==> config.mk <==
export PLATFORM = sky130hd
export DESIGN_NAME = load_unit
export DESIGN_NICKNAME = d
export VERILOG_FILES = /design/src/rtl/load_unit.sv
export SDC_FILE = /design/constraint.sdc
export NUM_CORES = 1
export LEC_CHECK = 0
export CORE_UTILIZATION = 40
export CTS_CLUSTER_SIZE = 16
export DETAILED_ROUTE_END_ITERATION = 7
export HOLD_SLACK_MARGIN = 0.05
export PLACE_DENSITY = 0.82
export SYNTH_ARGS = -nofsm -noshare
export SYNTH_HDL_FRONTEND = slang
export SYNTH_SLANG_ARGS = --single-unit
==> constraint.sdc <==
create_clock -name clk -period 3.4 [get_ports clk]
set_input_delay 1.02 -clock clk [delete_from_list [all_inputs] [get_ports clk]]
set_output_delay 1.02 -clock clk [all_outputs]
set_load 0.01 [all_outputs]
==> src/rtl/load_unit.sv <==
// load_unit: multi-cycle load engine for the P7 memory stage.
// Ports: clk, reset (sync, active-high); request side req/addr/load_type/flush;
//   DM read side mem_rd/mem_addr/mem_rvalid/mem_rdata;
//   result side busy/done/rdata/exc/exc_code/bad_addr (all registered).
module load_unit #(
    parameter logic [31:0] DM_BASE  = 32'h0000_0000,
    parameter logic [31:0] DM_LIMIT = 32'h0000_2FFF,
    parameter int unsigned TIMEOUT  = 15
)(
    input  logic        clk,
    input  logic        reset,
    input  logic        req,
    input  logic [31:0] addr,
    input  logic [2:0]  load_type,
    input  logic        flush,
    output logic        mem_rd,
    output logic [31:0] mem_addr,
    input  logic        mem_rvalid,
    input  logic [31:0] mem_rdata,
    output logic        busy,
    output logic        done,
    output logic [31:0] rdata,
    output logic        exc,
    output logic [4:0]  exc_code,
    output logic [31:0] bad_addr
);

    localparam int CW = $clog2(TIMEOUT + 1);
    localparam logic [CW-1:0] TO_MAX = CW'(TIMEOUT);

    typedef enum logic [1:0] {
        S_IDLE,
        S_WAIT,
        S_DONE
    } state_t;

    state_t          r_state;
    state_t          w_next;
    logic [CW-1:0]   r_cnt;
    logic [CW-1:0]   w_cnt;
    logic [31:0]     r_addr;
    logic [2:0]      r_type;
    logic            r_mem_rd;
    logic [31:0]     r_mem_addr;
    logic            r_busy;
    logic            r_done;
    logic [31:0]     r_rdata;
    logic            r_exc;
    logic [4:0]      r_exc_code;
    logic [31:0]     r_bad_addr;

    logic            w_cap;
    logic            w_rd;
    logic            w_done;
    logic            w_exc;
    logic [4:0]      w_code;
    logic [31:0]     w_bad;
    logic [31:0]     w_rdata;
    logic            w_is_w;
    logic            w_is_h;
    logic            w_misal;
    logic            w_oor;
    logic [7:0]      w_byte;
    logic [15:0]     w_half;
    logic [31:0]     w_ext;

    // Alignment / range checks act on the live request inputs.
    always_comb begin
        w_is_w  = (load_type == 3'd0) || (load_type > 3'd4);
        w_is_h  = (load_type == 3'd3) || (load_type == 3'd4);
        w_misal = (w_is_w && (addr[1:0] != 2'b00))
                || (w_is_h && addr[0]);
        // Wrapping subtract folds the lower-bound test into one compare.
        w_oor   = (addr - DM_BASE) > (DM_LIMIT - DM_BASE);
    end

    always_comb begin
        w_byte = mem_rdata[8*r_addr[1:0] +: 8];
        w_half = mem_rdata[16*r_addr[1] +: 16];
        unique case (r_type)
            3'd1:    w_ext = {{24{w_byte[7]}}, w_byte};
            3'd2:    w_ext = {24'h0, w_byte};
            3'd3:    w_ext = {{16{w_half[15]}}, w_half};
            3'd4:    w_ext = {16'h0, w_half};
            default: w_ext = mem_rdata;
        endcase
    end

    always_comb begin
        w_next  = r_state;
        w_cnt   = r_cnt;
        w_cap   = 1'b0;
        w_rd    = 1'b0;
        w_done  = 1'b0;
        w_exc   = 1'b0;
        w_code  = 5'd0;
        w_bad   = 32'h0;
        w_rdata = r_rdata;
        unique case (r_state)
            S_IDLE: begin
                if (req) begin
                    w_cap = 1'b1;
                    if (w_misal || w_oor) begin
                        w_next  = S_DONE;
                        w_done  = 1'b1;
                        w_exc   = 1'b1;
                        w_code  = 5'd4;
                        w_bad   = addr;
                        w_rdata = 32'h0;
                    end else begin
                        w_next = S_WAIT;
                        w_rd   = 1'b1;
                        w_cnt  = '0;
                    end
                end
            end
            S_WAIT: begin
                if (mem_rvalid) begin
                    w_next  = S_DONE;
                    w_done  = 1'b1;
                    w_rdata = w_ext;
                end else if (r_cnt == TO_MAX) begin
                    w_next  = S_DONE;
                    w_done  = 1'b1;
                    w_exc   = 1'b1;
                    w_code  = 5'd7;
                    w_bad   = r_addr;
                    w_rdata = 32'h0;
                end else begin
                    w_cnt = r_cnt + CW'(1);
                end
            end
            S_DONE: w_next = S_IDLE;
            default: w_next = S_IDLE;
        endcase
        // Flush beats every other input and suppresses any result.
        if (flush) begin
            w_next  = S_IDLE;
            w_cap   = 1'b0;
            w_rd    = 1'b0;
            w_done  = 1'b0;
            w_exc   = 1'b0;
            w_code  = 5'd0;
            w_bad   = 32'h0;
            w_rdata = r_rdata;
        end
    end

    always_ff @(posedge clk) begin
        if (reset) begin
            r_state    <= S_IDLE;
            r_cnt      <= '0;
            r_addr     <= 32'h0;
            r_type     <= 3'd0;
            r_mem_rd   <= 1'b0;
            r_mem_addr <= 32'h0;
            r_busy     <= 1'b0;
            r_done     <= 1'b0;
            r_rdata    <= 32'h0;
            r_exc      <= 1'b0;
            r_exc_code <= 5'd0;
            r_bad_addr <= 32'h0;
        end else begin
            r_state    <= w_next;
            r_cnt      <= w_cnt;
            r_mem_rd   <= w_rd;
            r_busy     <= (w_next != S_IDLE);
            r_done     <= w_done;
            r_rdata    <= w_rdata;
            r_exc      <= w_exc;
            r_exc_code <= w_code;
            r_bad_addr <= w_bad;
            if (w_cap) begin
                r_addr     <= addr;
                r_type     <= load_type;
                r_mem_addr <= {addr[31:2], 2'b00};
            end
        end
    end

    assign mem_rd   = r_mem_rd;
    assign mem_addr = r_mem_addr;
    assign busy     = r_busy;
    assign done     = r_done;
    assign rdata    = r_rdata;
    assign exc      = r_exc;
    assign exc_code = r_exc_code;
    assign bad_addr = r_bad_addr;

endmodule

==> results.json <==
{
  "arrival_ns": 3.26,
  "slew_violations": 0,
  "p_per_area_nw_per_um2": 410,
  "cell_internal_pwr_mw": 2.02,
  "hpwl_um": 9250,
  "synth_async_sr_flop_share_pct": 0,
  "setup_viol": 0,
  "ctsHoldBuffers": 0,
  "routed_wl_um": 12700,
  "die_x_um": 112,
  "insertion_delay_ns": 0.35,
  "drive_above_1_share_pct": 7.87,
  "yosysWarnings": 0,
  "gp_congestion": 0.830,
  "hp-class": "reg2reg",
  "grt_setup_unrepaired": "no",
  "crit_slowest_cell": "or4_4",
  "cp-end-kind": "flop",
  "globalRouteOverflowTotal": 0,
  "grt_max_degree": 43,
  "vias": 4275,
  "drv_cap": 0,
  "antenna_found_initial": 0,
  "cts_tree": "yes",
  "period_needed_ns": 2.97,
  "yosys.cell_types.count": 62,
  "htree_levels": 3,
  "critPathMaxFanout": 5,
  "crit_buf_inv": 1,
  "fin_crit_sh_pct": 87.5,
  "fp.dieArea_um2": 12500,
  "cts_buffers": 9,
  "failed_checks": "design-rule violations",
  "cts_resized": 0,
  "avgRoutedWirePerCell_um": 15.9,
  "grtUsageTotal_pct": 20.5,
  "status": "finished with violations",
  "remaining_drc_errors": 17,
  "via_per_inst": 5.32,
  "finalWorstSetupSlack_ns": 0.426,
  "grt_pass1_wl_um": 20700,
  "synth_seq_cells": 110,
  "hold_viol": 0,
  "syn_area_um2": 4830,
  "cts_buffer_depth": 2,
  "nets": 729,
  "clock_sinks": 110,
  "power.share.clock_pct": 38.4,
  "startpoint_type": "input pin",
  "ir_drop_v": 0.000245,
  "fin_tns_setup_ns": 0,
  "max_freq_mhz": 336,
  "rows": 39,
  "switching_share_pct": 26.4,
  "leakage_nw": 2.47,
  "cts_root_buffer": "clkbuf_16",
  "ant_nets": 0,
  "post-place-ws_ns": 0.0792,
  "ioPinCount": 177,
  "areaGrowthSynthToFinish_pct": 38.3,
  "portBuffers": 172,
  "worst_pin_slew_ns": 0.845,
  "ys_seq_area_share_pct": 45.6,
  "avgSynthCellArea_um2": 9.08,
  "syn_inst": 532,
  "max_slew_margin_pct": 43.2,
  "critPathRequiredTime_ns": 3.69,
  "combinationalPowerShare_pct": 12.5,
  "path_class": "in2reg",
  "grt_pass1_vias": 4238,
  "whs_ns": 0.467,
  "post_cts_buffers": 0,
  "drt-pass1-iter-count": 7,
  "dieHeight_um": 112,
  "max_stage_delay_ns": 0.56,
  "ys.flop_type": "dfxtp_1",
  "crit_chain": "clkdlybuf4s50_1 > or4_4 > a2111oi_4 > o211ai_1 > nor3_2 > a221o_1",
  "synth_edf_count": 0,
  "clk_pin_slew_ns": 0.08,
  "core-area_um2": 11600,
  "fin_skew_ns": 0.0142,
  "crit_family": "simple AND/OR/NAND/NOR gates",
  "p_seq_share_pct": 49.1,
  "p_sw_mw": 0.723,
  "antennaDiodeCount": 0,
  "initial_utilization_pct": 41.6,
  "drt_iter0_drc": 279
}
## through the flow
stage	std cells	util, %	instance area (µm²)	power, mW
after floorplan	535	-	4840	1.55
after global placement	788	54.9	6380	1.71
after detailed placement	788	54.9	6380	1.72
after CTS	804	57.5	6680	2.78
after global routing	804	57.5	6680	2.86
final	804	57.5	6680	2.74
## worst paths after layout
check / start / end / slack (ns) / cells past startpoint
worst min register to register: rdata[18] / rdata[18] / 0.47 / 1
worst max register to register: r_type[2] / rdata[4] / 1.32 / 5
worst min-delay path: rdata[18] / rdata[18] / 0.47 / 1
worst max-delay path: addr[17] / rdata[4] / 0.43 / 6
## sequential cells by signal (all words and copies together), names as in the netlist
register and count:
bad_addr 32, busy 1, done 1, exc 1, exc_code 1, mem_rd 1, r_addr 32, r_cnt 4
r_state 2, r_type 3, rdata 32
## layout by cell type (no fill, tap or decap), types with 5 or more instances in the layout
cell type / instances
a21o_1: 7
a21oi_1: 45
a221o_1: 5
a22o_1: 31
buf_4: 8
clkbuf_16: 9
clkdlybuf4s50_1: 171
dfxtp_1: 110
inv_1: 13
mux2i_1: 9
nand2_1: 75
nor2_1: 55
o21ai_0: 13
o2bb2ai_1: 19
o2bb2ai_2: 8
o32ai_1: 5
## layout make-up
class,count,area (µm²)
sequential,110,2200
timing repair buffer,181,1800
clock buffer,9,225
inverter,13,48.8
fill,1001,4930
multi-input combinational,341,2150
clock inverter,7,75.1
tap,143,179
## synthesized netlist by cell type (all sizes together) (2+ instances only)
master   count  area (µm²)
o2bb2ai     27         287
nor2b        5        38.8
nor2        56         210
buf         47         370
dfxtp      110        2200
o2111ai      2        23.8
o21ai       13        65.1
xnor2        2        17.5
mux2i        9        90.1
nand2b       4        25.0
o32ai        5        43.8
o311ai       3        26.3
nand3        4        20.0
o211ai       2        15.0
a21oi       46         241
a21o         7        52.6
a31oi        3        18.8
or2          2        12.5
a22o        33         292
nand2       75         282
nor4         4        25.0
a2111oi      2        36.3
inv         13        48.8
clkbuf      24        90.1
a221o        5        50.1
and3         2        12.5
nor3         5        30.0
## cells by family (layout without fill, tap and decap cells)
family	after synthesis	count (layout)	share of synthesized area, %
buffers and inverters	84	210	10.5
adders and majority gates	2	2	0.466
and+or+nand+nor	164	164	14.9
AOI/OAI and AO/OA	158	158	25.6
muxes	10	10	2.33
other	1	4	0.0776
DFF	110	110	45.6
xor gates and xnor gates	3	3	0.544
## power groups by stage
stage,registers (mW),clock network (mW),logic (mW)
3_3_place_gp,1.37,0,0.334
2_1_floorplan,1.37,0,0.184
4_1_cts,1.35,1.09,0.344
3_5_place_dp,1.38,0,0.342
6_report,1.35,1.05,0.343
5_1_grt,1.35,1.14,0.372
## metal layers
metal	wire [µm]	GRT usage [%]	vias to the layer above	part of all wire [%]
li1	-	-	2088	-
met1	5040	23.9	1973	40
met2	6340	35.7	196	50
met3	1170	6.37	18	9.2
met4	190	6.76	0	1.5
met5	0	0	-	0
## worst reg2reg max path: cells and delay by family (launching register included)
family	cells	cell delay [ns]
AOI/OAI and AO/OA	3	0.68
DFF	1	0.61
and+or+nand+nor	2	0.69
Power figures use the tool's default switching activity.
